File: config.mk
export PLATFORM = sky130hd
export DESIGN_NAME = down_sample_multi_flat
export DESIGN_NICKNAME = d
export VERILOG_FILES = /design/src/rtl/down_sample_multi_if.sv /design/src/rtl/down_sample_multi.sv /design/src/flat_wrapper.sv
export SDC_FILE = /design/constraint.sdc
export NUM_CORES = 1
export LEC_CHECK = 0
export ABC_CLOCK_PERIOD_IN_PS = 7900
export CELL_PAD_IN_SITES_DETAIL_PLACEMENT = 0
export CELL_PAD_IN_SITES_GLOBAL_PLACEMENT = 2
export CORE_ASPECT_RATIO = 0.5
export CORE_MARGIN = 8
export CORE_UTILIZATION = 31
export DETAILED_ROUTE_END_ITERATION = 6
export PLACE_DENSITY_LB_ADDON = 0.1
export SETUP_SLACK_MARGIN = 0.02
export SYNTH_ARGS = -nofsm -noshare
export SYNTH_HDL_FRONTEND = slang
export SYNTH_SLANG_ARGS = --single-unit
File: constraint.sdc
create_clock -name i_clk_AD -period 7.9 [get_ports i_clk_AD]
set_input_delay 1.58 -clock i_clk_AD [delete_from_list [all_inputs] [get_ports i_clk_AD]]
set_output_delay 1.58 -clock i_clk_AD [all_outputs]
set_load 0.005 [all_outputs]
File: src/rtl/down_sample_multi_if.sv
// Bus bundle for down_sample_multi: rate/mode control, packed input samples
// with their qualifier, and the decimated outputs with strobe and count.
interface down_sample_multi_if #(
  parameter int DATA_W = 12,
  parameter int CH_NUM = 2,
  parameter int ACC_W  = 32,
  parameter int CNT_W  = 16
);
  logic [ACC_W-1:0]         sample_fre;
  logic [1:0]               mode;
  logic [4:0]               avg_shift;
  logic [CH_NUM*DATA_W-1:0] data_in;
  logic                     data_in_valid;
  logic                     clk_sample;
  logic [CH_NUM*DATA_W-1:0] data_out;
  logic                     data_valid;
  logic [CNT_W-1:0]         cnt_out;

  // Source side: drives rate, mode and samples; observes the decimated stream.
  modport master (
    output sample_fre, mode, avg_shift, data_in, data_in_valid,
    input  clk_sample, data_out, data_valid, cnt_out
  );

  // Decimator side.
  modport slave (
    input  sample_fre, mode, avg_shift, data_in, data_in_valid,
    output clk_sample, data_out, data_valid, cnt_out
  );
endinterface

File: src/rtl/down_sample_multi.sv
// Multi-channel decimator. A phase accumulator produces the sample strobe on
// the rising edge of its MSB; at each strobe one word per channel is emitted
// (pick / average / peak of the interval that ends on the strobe cycle).
module down_sample_multi #(
  parameter int DATA_W = 12,
  parameter int CH_NUM = 2,
  parameter int ACC_W  = 32,
  parameter int CNT_W  = 16
) (
  input  logic                i_clk_AD,
  input  logic                i_rst,
  down_sample_multi_if.slave  bus
);

  localparam int SUM_W = DATA_W + CNT_W;
  // One extra bit so the strobe-cycle total (sum + last sample) never wraps.
  localparam int TOT_W = SUM_W + 1;
  localparam logic [DATA_W-1:0] DATA_MAX = {DATA_W{1'b1}};
  localparam logic [CNT_W-1:0]  CNT_MAX  = {CNT_W{1'b1}};

  // Saturating increment of the shared interval count.
  function automatic logic [CNT_W-1:0] sat_inc(input logic [CNT_W-1:0] v,
                                               input logic inc);
    if (inc && (v != CNT_MAX)) begin
      return v + {{(CNT_W-1){1'b0}}, 1'b1};
    end else begin
      return v;
    end
  endfunction

  // Unsigned maximum of two samples.
  function automatic logic [DATA_W-1:0] max_u(input logic [DATA_W-1:0] a,
                                              input logic [DATA_W-1:0] b);
    if (a > b) begin
      return a;
    end else begin
      return b;
    end
  endfunction

  // Truncating right shift of the interval total, clipped to full scale.
  function automatic logic [DATA_W-1:0] avg_sat(input logic [TOT_W-1:0] tot,
                                                input logic [4:0] sh);
    logic [TOT_W-1:0] q;
    q = tot >> sh;
    if (q > TOT_W'(DATA_MAX)) begin
      return DATA_MAX;
    end else begin
      return q[DATA_W-1:0];
    end
  endfunction

  logic [ACC_W-1:0]         r_addr;
  logic                     r_clk_sample_buf;
  logic [1:0]               r_mode;
  logic [CNT_W-1:0]         r_count;
  logic [SUM_W-1:0]         r_sum  [CH_NUM];
  logic [DATA_W-1:0]        r_peak [CH_NUM];
  logic [DATA_W-1:0]        r_hold [CH_NUM];
  logic [CH_NUM*DATA_W-1:0] r_data_out;
  logic                     r_data_valid;
  logic [CNT_W-1:0]         r_cnt_out;

  logic                     w_clk_sample;
  logic                     w_pose;
  logic                     w_valid;
  logic [CNT_W-1:0]         w_count_nxt;
  logic [DATA_W-1:0]        w_x    [CH_NUM];
  logic [DATA_W-1:0]        w_xv   [CH_NUM];
  logic [TOT_W-1:0]         w_tot  [CH_NUM];
  logic [CH_NUM*DATA_W-1:0] w_data_out;

  assign w_valid      = bus.data_in_valid;
  assign w_clk_sample = r_addr[ACC_W-1];
  assign w_pose       = w_clk_sample & ~r_clk_sample_buf;
  // Count including the current cycle; also the value reported at a strobe.
  assign w_count_nxt  = sat_inc(r_count, w_valid);

  assign bus.clk_sample = w_clk_sample;
  assign bus.data_out   = r_data_out;
  assign bus.data_valid = r_data_valid;
  assign bus.cnt_out    = r_cnt_out;

  // Phase accumulator, strobe edge buffer and the mode latched per interval.
  always_ff @(posedge i_clk_AD) begin
    if (i_rst) begin
      r_addr           <= {ACC_W{1'b0}};
      r_clk_sample_buf <= 1'b0;
      r_mode           <= 2'd0;
    end else begin
      r_addr           <= r_addr + bus.sample_fre;
      r_clk_sample_buf <= w_clk_sample;
      if (w_pose) begin
        r_mode <= bus.mode;
      end else begin
        r_mode <= r_mode;
      end
    end
  end

  // Shared count of valid inputs in the running interval.
  always_ff @(posedge i_clk_AD) begin
    if (i_rst || w_pose) begin
      r_count <= {CNT_W{1'b0}};
    end else begin
      r_count <= w_count_nxt;
    end
  end

  // Per-channel sum/peak/hold; the strobe cycle closes the interval.
  always_ff @(posedge i_clk_AD) begin
    for (int c = 0; c < CH_NUM; c++) begin
      if (i_rst) begin
        r_sum[c]  <= {SUM_W{1'b0}};
        r_peak[c] <= {DATA_W{1'b0}};
        r_hold[c] <= {DATA_W{1'b0}};
      end else if (w_pose) begin
        r_sum[c]  <= {SUM_W{1'b0}};
        r_peak[c] <= {DATA_W{1'b0}};
        if (w_valid) begin
          r_hold[c] <= w_x[c];
        end else begin
          r_hold[c] <= r_hold[c];
        end
      end else if (w_valid) begin
        r_sum[c]  <= r_sum[c] + SUM_W'(w_x[c]);
        r_peak[c] <= max_u(r_peak[c], w_x[c]);
        r_hold[c] <= w_x[c];
      end else begin
        r_sum[c]  <= r_sum[c];
        r_peak[c] <= r_peak[c];
        r_hold[c] <= r_hold[c];
      end
    end
  end

  // Result of the interval ending this cycle, selected by the latched mode.
  always_comb begin
    w_data_out = {(CH_NUM*DATA_W){1'b0}};
    for (int c = 0; c < CH_NUM; c++) begin
      w_x[c]   = bus.data_in[c*DATA_W +: DATA_W];
      w_xv[c]  = w_valid ? w_x[c] : {DATA_W{1'b0}};
      w_tot[c] = {1'b0, r_sum[c]} + TOT_W'(w_xv[c]);
      case (r_mode)
        2'd1:    w_data_out[c*DATA_W +: DATA_W] = avg_sat(w_tot[c], bus.avg_shift);
        2'd2:    w_data_out[c*DATA_W +: DATA_W] = max_u(r_peak[c], w_xv[c]);
        default: w_data_out[c*DATA_W +: DATA_W] = w_valid ? w_x[c] : r_hold[c];
      endcase
    end
  end

  // Registered outputs: words and count update with a one-cycle valid pulse.
  always_ff @(posedge i_clk_AD) begin
    if (i_rst) begin
      r_data_out   <= {(CH_NUM*DATA_W){1'b0}};
      r_data_valid <= 1'b0;
      r_cnt_out    <= {CNT_W{1'b0}};
    end else begin
      r_data_valid <= w_pose;
      if (w_pose) begin
        r_data_out <= w_data_out;
        r_cnt_out  <= w_count_nxt;
      end else begin
        r_data_out <= r_data_out;
        r_cnt_out  <= r_cnt_out;
      end
    end
  end

endmodule

File: src/flat_wrapper.sv
// flat-port wrapper written by rule: the top's interface ports become plain ports
module down_sample_multi_flat 
#(
  parameter int DATA_W = 12,
  parameter int CH_NUM = 2,
  parameter int ACC_W  = 32,
  parameter int CNT_W  = 16
)
  (i_clk_AD, i_rst, bus_sample_fre, bus_mode, bus_avg_shift, bus_data_in, bus_data_in_valid, bus_clk_sample, bus_data_out, bus_data_valid, bus_cnt_out);
  down_sample_multi_if #(.DATA_W(DATA_W), .CH_NUM(CH_NUM), .ACC_W(ACC_W), .CNT_W(CNT_W)) bus_i ();
  input  logic i_clk_AD;
  input  logic i_rst;
  input wire logic [$bits(bus_i.sample_fre)-1:0] bus_sample_fre;
  input wire logic [$bits(bus_i.mode)-1:0] bus_mode;
  input wire logic [$bits(bus_i.avg_shift)-1:0] bus_avg_shift;
  input wire logic [$bits(bus_i.data_in)-1:0] bus_data_in;
  input wire logic [$bits(bus_i.data_in_valid)-1:0] bus_data_in_valid;
  output wire logic [$bits(bus_i.clk_sample)-1:0] bus_clk_sample;
  output wire logic [$bits(bus_i.data_out)-1:0] bus_data_out;
  output wire logic [$bits(bus_i.data_valid)-1:0] bus_data_valid;
  output wire logic [$bits(bus_i.cnt_out)-1:0] bus_cnt_out;
  assign bus_i.sample_fre = bus_sample_fre;
  assign bus_i.mode = bus_mode;
  assign bus_i.avg_shift = bus_avg_shift;
  assign bus_i.data_in = bus_data_in;
  assign bus_i.data_in_valid = bus_data_in_valid;
  assign bus_clk_sample = bus_i.clk_sample;
  assign bus_data_out = bus_i.data_out;
  assign bus_data_valid = bus_i.data_valid;
  assign bus_cnt_out = bus_i.cnt_out;
  down_sample_multi #(.DATA_W(DATA_W), .CH_NUM(CH_NUM), .ACC_W(ACC_W), .CNT_W(CNT_W)) u_core (.i_clk_AD(i_clk_AD), .i_rst(i_rst), .bus(bus_i));
endmodule
==> impl_metrics.py, run 1 <==
metrics = {
    "worst_setup_path": {
        "critPathKind": "input port to flop",
        "worstPathRequired_ns": 8.29,
        "worstPathCellList": "clkdlybuf4s50_1, nand2_1, xnor2_1, ha_1, a21oi_1, or3_4, a311oi_4, a31oi_1, nor3_1, xnor2_1, o21ai_0, a221oi_1, o2111ai_1, or4_1, o31ai_4, a31oi_1, a221o_1",
        "worstPathMaxFanout": 8,
        "path_buf_inv": 1,
        "startpoint": "bus_data_in[13]",
        "worstSetupEndpointType": "flop",
        "critPathLaunchType": "input port",
        "slowest_delay_ns": 0.67,
        "crit_family": "compound AO/OA/AOI/OAI gates",
        "cp_slowest_cell": "clkdlybuf4s50_1",
        "crit_arrival_ns": 7.16,
        "timing.rr.start": "u_core.r_sum[1][0]",
    },
    "final_layout": {
        "area_growth_syn_to_layout_pct": 13.1,
        "fin_nets": 2486,
        "drive_gt1_share_pct": 6.28,
        "final.fill_count": 6081,
        "n_antenna_cell": 0,
        "multi_input_area_um2": 12100,
        "seq_area_um2": 4960,
    },
    "grt": {
        "grt_pass1_wl_um": 106000,
        "grt_start_max_net_pins": 77,
        "grt_pass1_vias": 16385,
        "antenna_found_initial": 4,
        "grt.overflow.total": 0,
        "grt_usage_pct": 20.3,
    },
    "drt": {
        "wl_per_cell_um": 22.5,
        "drc_errors": 2,
        "first_pass_iters": 7,
        "drtIter0Drc": 1619,
        "via_count": 17291,
        "vias_per_cell": 5.62,
        "ant_nets": 0,
        "wirelength_um": 69100,
    },
    "clock_network": {
        "clock_latency_ns": 0.51,
        "clock_sinks": 196,
        "cts_setup_buffers": 0,
        "path_clk_slew_ns": 0.09,
        "ctsResizeCount": 0,
        "clockBufferDepth": 2,
        "htreeDepth": 4,
        "cts_tree": "done",
        "clockRootBuffer": "clkbuf_16",
        "numCtsBuffers": 17,
        "ctsHoldBuffers": 0,
    },
    "yosys": {
        "synthArstFlopShare_pct": 0,
        "synth.avg_cell_area_um2": 7.93,
        "synth_cells": 2274,
        "yosys.area.top_type": "edfxtp_1",
        "yosysUniqueCellTypes": 97,
        "synth_enable_flop_cells": 104,
        "synth-seq-area-share_pct": 27.5,
        "syn-cell-area_um2": 18000,
        "synth_most_common_cell": "nor2_1",
        "yosysWarningCount": 0,
        "ys_ff_latch": 196,
        "yosys_most_used_dff": "edfxtp_1",
        "synth_common_cells": "255 x nor2_1, 237 x nand2_1, 153 x o21ai_0",
        "yosys-top-cells-area": "edfxtp_1 17%, dfxtp_1 10%, ha_1 8.3%, nor2_1 5.3%, nand2_1 4.9%",
        "synthesis.nets": 2463,
        "synth_top_area_share_pct": 17.3,
    },
    "sta": {
        "slew_headroom_pct": 26.2,
        "hold_viol_final": 0,
        "max_clock_freq_ghz": 0.148,
        "tightest_slew_ns": 1.10,
        "rsz0062_at_grt": "no",
        "final.setup_skew_ns": 0.0229,
        "period_minus_slack_ns": 6.76,
        "slew_viol_final": 0,
        "setup_viol": 0,
        "min_period_over_period_pct": 85.6,
        "fin_setup_tns_ns": 0,
    },
    "floorplanning": {
        "die_area_um2": 66600,
        "fp.coreArea_um2": 57400,
        "ios": 108,
        "fp.dieH_um": 187,
        "start_util_pct": 31.4,
        "die_w_um": 357,
        "row_count": 62,
    },
    "pwr": {
        "p_leak_nw": 7.96,
        "fin_total_pwr_w": 0.00503,
        "vdd_ir_drop_max_mv": 0.171,
        "power_density_nw_per_um2": 246,
    },
    "hold_path": {
        "worst_hold_path_type": "flop to flop",
        "hp-start": "u_core.bus.cnt_out[11]",
    },
    "placement": {
        "portBuffers": 107,
        "gp_congestion": 0.881,
        "dp_hpwl_um": 52400,
    },
    "outcome": {
        "violations": "DRC",
        "status": "finished, violations left",
    },
    "job": {
        "cap_viol_max_count": 0,
    },
}
## worst paths after layout
path / endpoint / slack, ns / cells past startpoint
worst max-delay path: u_core.bus.data_out[12] / 1.14 / 17
worst min-delay path: u_core.bus.cnt_out[11] / 0.46 / 2
worst max register to register: u_core.bus.data_out[15] / 2.57 / 14
worst min register to register: u_core.bus.cnt_out[11] / 0.46 / 2
## report_power, final
part           leakage (nW)  internal, W  total (W)  switching (W)
registers              1.91      0.00132    0.00158       0.000254
clock network         0.297     0.000435   0.000955       0.000521
logic                  5.76     0.000999    0.00250        0.00150
total                  7.96      0.00276    0.00503        0.00227
## placed cells by master, fill, tap and decap left out, drive strengths merged, types with 19 or more instances in the layout
cell type	instances
nand3	63
nand2b	20
dfxtp	92
inv	113
xor2	31
and2	19
edfxtp	104
o211ai	32
ha	120
clkdlybuf4s50	101
and3	27
a21o	55
nor2b	28
a31oi	45
buf	50
o21ai	160
nand4	26
or3	27
xnor2	86
a211oi	52
a21oi	130
mux2i	49
nor2	255
nand2	238
nor3	63
## per-layer routing
metal  wire [um]  share of wire, %  track usage [%]
met1       37000                54             32.1
met2       27200                39             27.6
met3        4210               6.1             4.62
met4         686              0.99             3.48
met5          36             0.052                0
## tightest hold or removal path, stage by stage, from the launching register on
cell     delay (ns)
dfxtp_1        0.33
nand2_1        0.04
o21ai_0        0.06
## cell families after synthesis
| kind of cell | share of synthesized area, % |
|---|---|
| buffers and inverters | 5.43 |
| adder cells (fa/ha/maj) | 8.78 |
| XOR/XNOR | 5.68 |
| multiplexers | 5.28 |
| AND/OR/NAND/NOR | 20.8 |
| flip-flops | 27.5 |
| AO/OA/AOI/OAI | 26.5 |
## per-stage QoR
stage          setup slack [ns]  hold WS, ns  instances  util (%)  area (um^2)
3_3_place_gp              0.701        0.438       3046      34.5        19800
2_1_floorplan              1.04        0.443       2274         -        18000
5_1_grt                   0.785        0.498       3078      35.5        20400
6_report                   1.14        0.463       3078      35.5        20400
4_1_cts                    1.20        0.466       3078      35.5        20400
3_5_place_dp              0.662        0.446       3046      34.5        19800
## area by class of cell
type	count	share of cell area [%]
inverter	104	1.91
clock inverter	15	0.896
clock buffer	17	2.09
tap	768	4.71
timing repair buffer	151	6.72
multi-input combinational	1827	59.3
sequential	196	24.3
## flip-flops by register name (all words and copies together), names as in the netlist
signal                   cells
u_core.bus.data_out         24
u_core.r_clk_sample_buf      1
u_core.r_addr               32
u_core.r_hold               24
u_core.bus.cnt_out          16
u_core.r_sum                56
u_core.r_count              16
u_core.r_mode                2
u_core.bus.data_valid        1
u_core.r_peak               24
Note: power is estimated with default switching activity, not from simulation.
==> run 2, diff against run 1 <==
TNS_END_PERCENT = 10   (was not set)
==> results of run 2 <==
No change in the layout: final DEF, timing and power equal those of run 1.
==> run 3, diff against run 2 <==
CORE_UTILIZATION = 37   (was 31)
==> impl_metrics.py, run 3 (same netlist as run 1, synthesis figures left out) <==
metrics = {
    "outcome": {
        "status": "finished, violations left",
        "violations": "DRC",
    },
    "sta": {
        "slew_viol_final": 0,
        "timing.hold.ws_ns": 0.465,
        "max_clock_freq_ghz": 0.145,
        "rsz0062_at_grt": "no",
        "period_minus_slack_ns": 6.92,
        "final.setup_skew_ns": 0.0232,
        "tightest_slew_ns": 1.17,
        "fin_setup_tns_ns": 0,
        "hold_viol_final": 0,
        "layout_setup_ws_ns": 0.983,
        "slew_headroom_pct": 20.1,
        "setup_viol": 0,
        "min_period_over_period_pct": 87.6,
    },
    "floorplanning": {
        "fp.coreArea_um2": 48400,
        "fp.dieH_um": 172,
        "row_count": 57,
        "ios": 108,
        "die_area_um2": 56500,
        "start_util_pct": 37.3,
        "die_w_um": 328,
    },
    "final_layout": {
        "n_antenna_cell": 0,
        "fin_area_um2": 20200,
        "biggestRegsByFlops": "u_core.r_sum: 56 flops, u_core.r_addr: 32 flops",
        "final.fill_count": 4989,
        "drive_gt1_share_pct": 5.95,
        "seq_area_um2": 4960,
        "multi_input_area_um2": 12100,
        "max_flop_register": "u_core.r_sum",
        "largest_reg_flops": 56,
        "final_common_cell": "nor2_1",
        "area_growth_syn_to_layout_pct": 12.3,
        "fin_nets": 2479,
        "layout_common_cells": "255 x nor2_1, 236 x nand2_1, 152 x o21ai_0, 129 x a21oi_1, 120 x ha_1",
    },
    "pwr": {
        "p_leak_nw": 7.95,
        "fin_total_pwr_w": 0.00507,
        "power_density_nw_per_um2": 250,
        "vdd_ir_drop_max_mv": 0.149,
    },
    "placement": {
        "portBuffers": 107,
        "dp_hpwl_um": 49000,
        "place_area_um2": 19600,
        "gp_congestion": 0.897,
        "pre_cts_ws_ns": 0.746,
    },
    "worst_setup_path": {
        "ff2ff_path_depth": 14,
        "worstPathMaxFanout": 8,
        "worstSetupEndpointType": "flop",
        "worstPathRequired_ns": 8.27,
        "crit_arrival_ns": 7.29,
        "critPathLaunchType": "input port",
        "critPathKind": "input port to flop",
    },
    "grt": {
        "grt_start_max_net_pins": 72,
        "grt_pass1_vias": 16330,
        "antenna_found_initial": 2,
        "grt_usage_pct": 22.8,
        "grt_pass1_wl_um": 102000,
        "grt.overflow.total": 0,
    },
    "drt": {
        "first_pass_iters": 7,
        "vias_per_cell": 5.84,
        "wl_per_cell_um": 22.2,
        "drc_errors": 1,
        "via_count": 17245,
        "drtIter0Drc": 1823,
        "wirelength_um": 65600,
        "ant_nets": 0,
    },
    "job": {
        "cap_viol_max_count": 0,
    },
    "clock_network": {
        "cts_setup_buffers": 0,
        "numCtsBuffers": 17,
        "clock_sinks": 196,
        "ctsHoldBuffers": 0,
        "clockRootBuffer": "clkbuf_16",
        "clock_latency_ns": 0.47,
        "cts_tree": "done",
        "path_clk_slew_ns": 0.10,
        "htreeDepth": 4,
        "ctsResizeCount": 0,
        "clockBufferDepth": 2,
    },
    "hold_path": {
        "whs_path_depth": 2,
        "worst_hold_path_type": "flop to flop",
    },
}
[run 3: cell count changes in the layout (fill, tap and decap cells not counted), sizes merged]
cell           delta
buf               -8
inv               +4
clkinv            -4
clkdlybuf4s50     +1
[run 3: final timing paths]
| kind | from | to | slack, ns |
|---|---|---|---|
| min reg2reg | u_core.bus.cnt_out[2] | u_core.bus.cnt_out[2] | 0.47 |
| max reg2reg | u_core.r_sum[1][0] | u_core.bus.data_out[23] | 2.44 |
| max | bus_data_in[12] | u_core.bus.data_out[12] | 0.98 |
| min | u_core.bus.cnt_out[2] | u_core.bus.cnt_out[2] | 0.47 |
[run 3: final cells by class]
| type | instances | share of cell area, % |
|---|---|---|
| flip-flops and latches | 196 | 24.5 |
| clock inverters | 15 | 1.07 |
| well taps | 649 | 4.01 |
| repair buffers | 144 | 6.60 |
| inverters | 104 | 1.93 |
| multi-input cells | 1827 | 59.8 |
| clock buffers | 17 | 2.10 |
[run 3: per-stage QoR]
step / utilization [%] / std cells
2_1_floorplan: - / 2274
3_3_place_gp: 40.5 / 2920
3_5_place_dp: 40.5 / 2920
4_1_cts: 41.9 / 2952
5_1_grt: 41.9 / 2952
6_report: 41.9 / 2952
[run 3: per-layer routing]
layer  track usage, %  up-vias  part of all wire [%]
li1                 -     8454                     -
met1             36.6     8238                    54
met2             31.6      503                    39
met3             3.86       46                   5.9
met4             3.24        4                  0.82
met5                0        -                 0.034
[run 3: worst max-delay path: stages]
cell and delay [ns]:
clkdlybuf4s50_1 0.56, nand2_1 0.13, inv_1 0.10, ha_1 0.24, a21oi_1 0.09, o211ai_1 0.28, nor3b_1 0.31, o21a_1 0.52
a211oi_1 0.24, a2111oi_0 0.91, o21ai_0 0.32, o221ai_1 0.42, o311ai_0 0.22, or4_1 0.56, o31ai_4 0.35, a31oi_1 0.16
a221o_1 0.28
[run 3: power breakdown]
part | switching [W] | internal, W | leakage [nW]
Sequential | 0.000254 | 0.00132 | 1.91
Combinational | 0.00148 | 0.000997 | 5.73
Clock | 0.000564 | 0.000454 | 0.310
Total | 0.00229 | 0.00277 | 7.95
